===== src/rtl/uart_tx_pkg.sv =====
// Shared types and constants for the UART transmit path.
package uart_tx_pkg;

  typedef enum logic [2:0] {
    IDLE,
    FETCH,
    START,
    DATA,
    PARITY,
    STOP
  } tx_state_e;

  localparam int OVERSAMPLE_DEF = 16;
  localparam int DATA_BITS_7    = 7;
  localparam int DATA_BITS_8    = 8;
  localparam int BIT_CNT_W      = 4;

endpackage


===== src/rtl/uart_bit_timer.sv =====
// Oversample tick down-counter and frame bit counter; bit_end_o strobes on the
// last tick of every bit period.
module uart_bit_timer
  import uart_tx_pkg::*;
#(
  parameter int OVERSAMPLE = OVERSAMPLE_DEF
) (
  input  logic                 clk_i,
  input  logic                 reset_i,
  input  logic                 clear_i,
  input  logic                 en_i,
  input  logic                 tick_i,
  output logic                 bit_end_o,
  output logic [BIT_CNT_W-1:0] bit_cnt_o
);

  localparam int TW = (OVERSAMPLE > 1) ? $clog2(OVERSAMPLE) : 1;
  localparam logic [TW-1:0] TICK_LOAD = TW'(OVERSAMPLE - 1);

  logic [TW-1:0]        tick_cnt_q, tick_cnt_d;
  logic [BIT_CNT_W-1:0] bit_cnt_q, bit_cnt_d;

  assign bit_end_o = en_i && tick_i && (tick_cnt_q == '0);
  assign bit_cnt_o = bit_cnt_q;

  always_comb begin
    tick_cnt_d = tick_cnt_q;
    bit_cnt_d  = bit_cnt_q;
    if (clear_i) begin
      tick_cnt_d = TICK_LOAD;
      bit_cnt_d  = '0;
    end else if (en_i && tick_i) begin
      if (tick_cnt_q == '0) begin
        tick_cnt_d = TICK_LOAD;
        bit_cnt_d  = bit_cnt_q + 1'b1;
      end else begin
        tick_cnt_d = tick_cnt_q - 1'b1;
      end
    end
  end

  always_ff @(posedge clk_i or posedge reset_i) begin
    if (reset_i) begin
      tick_cnt_q <= '0;
      bit_cnt_q  <= '0;
    end else begin
      tick_cnt_q <= tick_cnt_d;
      bit_cnt_q  <= bit_cnt_d;
    end
  end

endmodule


===== src/rtl/uart_fifo_tx_reader.sv =====
// Pops bytes from the TX FIFO and serialises each as a UART frame.
//   state  | meaning
//   IDLE   | wait for non-empty FIFO, issue one read strobe
//   FETCH  | wait out FIFO read latency, capture byte and frame config
//   START  | start bit (TX=0)
//   DATA   | 7 or 8 data bits, LSB first
//   PARITY | optional parity bit
//   STOP   | stop bit(s), TX_DONE on the final tick
module uart_fifo_tx_reader
  import uart_tx_pkg::*;
#(
  parameter int READ_LATENCY = 2,
  parameter int OVERSAMPLE   = OVERSAMPLE_DEF,
  parameter int STOP_BITS    = 1
) (
  input  logic       clk_i,
  input  logic       reset_i,
  input  logic       baud_tick_i,
  input  logic       bit8_i,
  input  logic       parity_en_i,
  input  logic       odd_n_even_i,
  input  logic       fifo_empty_i,
  input  logic [7:0] fifo_do_i,
  output logic       fifo_rdb_o,
  output logic       tx_o,
  output logic       tx_busy_o,
  output logic       tx_done_o
);

  localparam int FW = (READ_LATENCY > 0) ? $clog2(READ_LATENCY + 1) : 1;
  localparam logic [FW-1:0] FETCH_LOAD = FW'(READ_LATENCY);

  tx_state_e            state_q, state_d;
  logic [FW-1:0]        fetch_cnt_q, fetch_cnt_d;
  logic [7:0]           shift_q, shift_d;
  logic                 tx_q, tx_d;
  logic                 rdb_q, rdb_d;
  logic                 busy_q, busy_d;
  logic                 done_q, done_d;
  logic                 bit8_q, bit8_d;
  logic                 par_en_q, par_en_d;
  logic                 parity_q, parity_d;
  logic                 timer_clear, timer_en, bit_end;
  logic [BIT_CNT_W-1:0] bit_cnt, n_data, last_pos;
  logic [7:0]           data_mask;

  assign timer_en  = (state_q == START) || (state_q == DATA) ||
                     (state_q == PARITY) || (state_q == STOP);
  assign data_mask = bit8_i ? 8'hFF : 8'h7F;
  assign n_data    = bit8_q ? BIT_CNT_W'(DATA_BITS_8) : BIT_CNT_W'(DATA_BITS_7);
  // Bit positions: 0 start, 1..n_data data, then parity, then stop bits.
  assign last_pos  = n_data + {{(BIT_CNT_W-1){1'b0}}, par_en_q} + BIT_CNT_W'(STOP_BITS);

  uart_bit_timer #(
    .OVERSAMPLE(OVERSAMPLE)
  ) u_bit_timer (
    .clk_i     (clk_i),
    .reset_i   (reset_i),
    .clear_i   (timer_clear),
    .en_i      (timer_en),
    .tick_i    (baud_tick_i),
    .bit_end_o (bit_end),
    .bit_cnt_o (bit_cnt)
  );

  always_comb begin
    state_d     = state_q;
    fetch_cnt_d = fetch_cnt_q;
    shift_d     = shift_q;
    tx_d        = tx_q;
    rdb_d       = 1'b1;
    busy_d      = busy_q;
    done_d      = 1'b0;
    bit8_d      = bit8_q;
    par_en_d    = par_en_q;
    parity_d    = parity_q;
    timer_clear = 1'b0;
    unique case (state_q)
      IDLE: begin
        if (!fifo_empty_i) begin
          rdb_d       = 1'b0;
          busy_d      = 1'b1;
          fetch_cnt_d = FETCH_LOAD;
          state_d     = FETCH;
        end
      end
      FETCH: begin
        if (fetch_cnt_q == '0) begin
          shift_d     = fifo_do_i;
          bit8_d      = bit8_i;
          par_en_d    = parity_en_i;
          parity_d    = odd_n_even_i ^ (^(fifo_do_i & data_mask));
          timer_clear = 1'b1;
          tx_d        = 1'b0;
          state_d     = START;
        end else begin
          fetch_cnt_d = fetch_cnt_q - 1'b1;
        end
      end
      START: begin
        if (bit_end) begin
          tx_d    = shift_q[0];
          state_d = DATA;
        end
      end
      DATA: begin
        if (bit_end) begin
          if (bit_cnt == n_data) begin
            tx_d    = par_en_q ? parity_q : 1'b1;
            state_d = par_en_q ? PARITY : STOP;
          end else begin
            tx_d    = shift_q[1];
            shift_d = {1'b0, shift_q[7:1]};
          end
        end
      end
      PARITY: begin
        if (bit_end) begin
          tx_d    = 1'b1;
          state_d = STOP;
        end
      end
      STOP: begin
        if (bit_end && (bit_cnt == last_pos)) begin
          busy_d  = 1'b0;
          done_d  = 1'b1;
          state_d = IDLE;
        end
      end
      default: state_d = IDLE;
    endcase
  end

  always_ff @(posedge clk_i or posedge reset_i) begin
    if (reset_i) begin
      state_q     <= IDLE;
      fetch_cnt_q <= '0;
      shift_q     <= '0;
      tx_q        <= 1'b1;
      rdb_q       <= 1'b1;
      busy_q      <= 1'b0;
      done_q      <= 1'b0;
      bit8_q      <= 1'b0;
      par_en_q    <= 1'b0;
      parity_q    <= 1'b0;
    end else begin
      state_q     <= state_d;
      fetch_cnt_q <= fetch_cnt_d;
      shift_q     <= shift_d;
      tx_q        <= tx_d;
      rdb_q       <= rdb_d;
      busy_q      <= busy_d;
      done_q      <= done_d;
      bit8_q      <= bit8_d;
      par_en_q    <= par_en_d;
      parity_q    <= parity_d;
    end
  end

  assign fifo_rdb_o = rdb_q;
  assign tx_o       = tx_q;
  assign tx_busy_o  = busy_q;
  assign tx_done_o  = done_q;

endmodule

===== config.mk =====
export PLATFORM = sky130hd
export DESIGN_NAME = uart_fifo_tx_reader
export DESIGN_NICKNAME = d
export VERILOG_FILES = /design/src/rtl/uart_tx_pkg.sv /design/src/rtl/uart_bit_timer.sv /design/src/rtl/uart_fifo_tx_reader.sv
export SDC_FILE = /design/constraint.sdc
export NUM_CORES = 1
export LEC_CHECK = 0
export CAP_MARGIN = 30
export CORE_UTILIZATION = 34
export CTS_CLUSTER_DIAMETER = 120
export DETAILED_ROUTE_END_ITERATION = 10
export DONT_BUFFER_PORTS = 1
export GPL_ROUTABILITY_DRIVEN = 1
export MAX_ROUTING_LAYER = met4
export SLEW_MARGIN = 15
export SYNTH_ARGS = -nofsm -noshare
export SYNTH_HDL_FRONTEND = slang
export SYNTH_SLANG_ARGS = --single-unit

===== constraint.sdc =====
create_clock -name clk_i -period 6.2 [get_ports clk_i]
set_clock_uncertainty 0.2 [all_clocks]
set_input_delay 1.86 -clock clk_i [delete_from_list [all_inputs] [get_ports clk_i]]
set_output_delay 1.86 -clock clk_i [all_outputs]
set_load 0.05 [all_outputs]

[Word level (Yosys, flattened, before mapping)]
Cells that the tools add are included.
Storage, ports and cells
  flip-flop bits (word level): 28
  output and inout port bits: 4
Cells by class
  bitwise gates (word level): 2
  muxes and demuxes: 40
  equal/unequal tests: 16
  $add $sub $neg: 5
  reductions and logical operators: 23
Operators by type and width (count)
  two-way mux 8 bit: 4
  two-way mux 4 bit: 7
  two-way mux 3 bit: 7
  one-hot mux 3 bit (6 select lines): 1
  one-hot mux 8 bit (2 select lines): 1
  two-way mux 1 bit: 15
  != test 2 bit, second input constant: 7
  nonzero test 2 bit: 5
  adder 4 x 1 -> 4 bit, second input constant: 2
  AND 8 bit: 1
  equality test 4 bit: 2
  XOR reduction 8 bit: 1
  AND reduction 7 bit: 1
  equality test 3 x 2 -> 1 bit, second input constant: 2
  equality test 3 bit, second input constant: 2
  AND reduction 3 bit: 2
  AND reduction 5 bit: 1
  adder 4 x 1 -> 4 bit: 1
  zero test 4 bit: 1
  two-way mux 2 bit: 2
  != test 2 x 1 -> 1 bit, second input constant: 2
  one-hot mux 1 bit (4 select lines): 1
  one-hot mux 2 bit (2 select lines): 1
  AND reduction 2 bit: 2
  11 further kinds: 15

[Depth between registers and ports, before layout]
  word-level depth: 9
  mapped depth: 9

[Modules after synthesis]
Synthesis repeated with hierarchy kept, for this count alone.
Second synthesis, totals
  cells, all modules: 172
  area total of the unflattened synthesis: 1725.4 um^2
By module, submodules not included
  uart_fifo_tx_reader: area each 1278.7 um^2, cells each 129, instances 1, sequential area each 503.0 um^2
  uart_bit_timer: area each 446.7 um^2, cells each 43, instances 1, sequential area each 200.2 um^2

[Least setup slack after synthesis]
Ideal clock, no wire load.
  path kind: input -> register
  start point: input baud_tick_i
  end point: register shift_q[0]
  arrival time: 2645 ps
  setup time: 124 ps
  stages on the path: 5
  data required time: 5876 ps
  path slack: 3231 ps
  path buffers: 2
  cells stage by stage: and3_1 buf_4 o22ai_2 buf_2 o21ai_1
Between the ends
  cells in the longest elaborated chain, start to end: 4
RTL lines
  from (decl): RTL line uart_fifo_tx_reader.sv:18  | input logic baud_tick_i,
  logical AND 1 bit (2 in series): RTL line uart_bit_timer.sv:23  | assign bit_end_o = en_i && tick_i && (tick_cnt_q == '0);
  != test 2 bit (no line)
  AND reduction 4 bit (no line)
  to (signal assigned): RTL line uart_fifo_tx_reader.sv:149  | shift_q <= shift_d;
  to (decl): RTL line uart_fifo_tx_reader.sv:35  | logic [7:0] shift_q, shift_d;
No other way between the ends.
A chain may end at the register's enable or synchronous reset.

[Worst setup path in the final report]
  start point: register tx_q, in the netlist tx_o
  end point: output tx_o
RTL lines
  from (decl): RTL line uart_fifo_tx_reader.sv:36  | logic tx_q, tx_d;
  from (signal assigned): RTL line uart_fifo_tx_reader.sv:150  | tx_q <= tx_d;
  to (decl): RTL line uart_fifo_tx_reader.sv:25  | output logic tx_o,
No word-level cell between the ends.

==> metrics.txt <==
worst setup path class flip-flop to output pin; post-DR wirelength/cell 12.7 microns; Netlist Area Pre-Place 1610 sq um; Via Count 1,110; Core Area 4440 sq um; top cells by count, synth dfrtp_1 (26), nand2_1 (26), nor2_1 (12); IO Pins 19; area fraction of the dominant cell type after synthesis 40.5%; remaining global-route overflow 0; f_max 330 MHz; total CTS buffers 3; setup_tns 0 ns; drt via density 5.12; Final period util 48.9%; syn_nets 187; Initial Util 36.1%; min Tclk post-route 3.03 ns; Die Y 70.7 microns; worst skew pair latency 0.27 ns; setup bufs post-CTS 0; first-pass GRT wire length 4.79 mm; Worst Max-Slew Pin Slew 0.634 ns; top cells by area, synth dfrtp_1 (41%), nand2_1 (6.1%), xnor2_1 (6.0%); Multi-input gate area 813 sq um; RSZ-0062 raised after global routing no; register area 703 sq um; Peak VDD IR 0.000112 V; Pwr Total 418 uW; clock-pin slew on the worst setup and hold paths 0.09 ns; clock buffer depth 2; GRT Util Overall 12.1%; Worst Setup SP tx_o; grt peak-use layer met2; Worst Min Path Start shift_q[3]; Routed Antenna Nets 0; Hold Buf Count CTS 0; Post-Synth Simple-Gate Area 20.0%; layout cells sized above 1 8.48%; Crit Reg-Reg Startpoint state_q[2]; status finished, violations left; Worst setup SP type flip-flop; post-CTS sizing 0; standard-cell rows 24; CP arrival 0.97 ns; Slew Viols, Final 0; Fillers 459; root buf cell clkbuf_8; Synth Warn # 0; leading area contributor after synthesis dfrtp_1; largest family of logic cells by synthesized area simple AND/OR/NAND/NOR gates; GR Util met3 2.85%; Post-Synth XOR/XNOR Area 8.18%; sequential share of the synthesized area 43.8%; Die ar. 5000 sq um; initial antenna violation count 0; Hold Crit Class flip-flop to flip-flop; vias in the first global route 1,050; Area Overhead vs Synth 5.77%; DRC 3; max_cap viols 0; EDFF count, synth 0; Rel. slew slack 57.6%; TritonRoute pass-1 iters 7; syn_area_per_cell 9.56 sq um; M1 GR Usage 17.0%; nets 185; PwrDens 246 nW/um^2; most common flop cell mapped by yosys dfrtp_1; Final Core Density 38.2%; die width 70.7 microns; compound-gate portion of the synthesized area 13.8%; crit end category output pin; Yosys cell types 43; Worst EP required 4.14 ns; critical-path maximum fanout 2; met2 Track Usage GR 18.1%; WL final 2.77 mm; failing checks design-rule violations; GP Congestion 0.775; post-synthesis register bit count 28; Adder-Cell Fraction of Synth Area 3.12%; final hold viol count 0; post-route cell area 1700 sq um; H-tree Lvls 1; CTS tree done; Leak 0.690 nW; clock sink count 28; final setup fails 0; post-synthesis mux area share 5.61%; placed inst area 1640 sq um; Mapped Cells 168; starting DRC count in detailed routing 46; asr flop ratio synth 100%; ANT cells 0; Buffers on Ports 0; pin count of the biggest net entering global routing 18; Final HPWL DP 2.11 mm
-- where the power goes --
| group | switching (mW) | internal (mW) | total [mW] |
|---|---|---|---|
| clock network | 0.0533 | 0.0567 | 0.110 |
| registers | 0.0318 | 0.206 | 0.237 |
| logic | 0.0342 | 0.0364 | 0.0706 |
| total | 0.119 | 0.299 | 0.418 |
-- routing by layer --
layer	vias up	share of wire, %
li1	566	-
met1	513	53
met2	29	41
met3	2	5.2
met4	0	0.29
met5	-	0
-- path summary, 6_finish.rpt --
check	end	slack, ns	depth (start not counted)
hold / removal	shift_q[3]	0.29	2
max in group asynchronous	u_bit_timer.tick_cnt_q[2]	4.03	2
setup reg to reg	shift_q[7]	3.70	4
setup / recovery	tx_o	3.17	0
min in group asynchronous	state_q[2]	1.31	1
hold reg to reg	shift_q[3]	0.29	2
-- logic make-up (layout without fill, tap and decap cells) --
kind of cell	Yosys count	count (layout)
and+or+nand+nor	61	61
AOI/OAI and AO/OA	34	34
DFF	28	28
buffers and inverters	17	14
xor gates and xnor gates	15	15
muxes	9	9
adders and majority gates	4	4
-- stage by stage --
step	hold slack, ns	worst slack (ns)	std cells
global route	0.312	3.13	217
finish	0.287	3.17	217
CTS	0.292	3.15	217
global placement	0.264	3.02	212
detailed placement	0.270	2.99	213
floorplan	0.249	3.23	168
-- cell usage in the layout, fill, tap and decap left out, types with 2 or more instances in the layout --
| master | netlist | routed |
|---|---|---|
| dfrtp_1 | 26 | 26 |
| nor2_1 | 12 | 12 |
| a21oi_1 | 5 | 5 |
| mux2i_1 | 9 | 9 |
| nor3_1 | 3 | 3 |
| a22o_1 | 2 | 2 |
| o21ai_0 | 10 | 10 |
| xnor2_1 | 11 | 11 |
| inv_1 | 9 | 9 |
| ha_1 | 4 | 4 |
| clkbuf_8 | 0 | 4 |
| a31oi_1 | 2 | 2 |
| nor3b_1 | 2 | 2 |
| nor2b_1 | 4 | 4 |
| and3_1 | 2 | 2 |
| dfstp_2 | 2 | 2 |
| o21ai_1 | 4 | 4 |
| xor2_1 | 4 | 4 |
| nand2_1 | 26 | 26 |
| o22ai_1 | 2 | 2 |
-- sequential cells by signal, summed over array words and instances, names as in the netlist --
register,count
shift_q,8
u_bit_timer.bit_cnt_o,4
u_bit_timer.tick_cnt_q,4
state_q,3
fetch_cnt_q,2
bit8_q,1
fifo_rdb_o,1
par_en_q,1
parity_q,1
tx_busy_o,1
tx_done_o,1
tx_o,1
-- layout make-up --
cell class / count / area share [%]
Tap cell: 52 / 3.83
Timing Repair Buffer: 1 / 1.62
Sequential cell: 28 / 41.4
Inverter: 9 / 1.99
Multi-Input combinational cell: 123 / 47.9
Clock buffer: 4 / 3.24
Note: power is estimated with default switching activity, not from simulation.
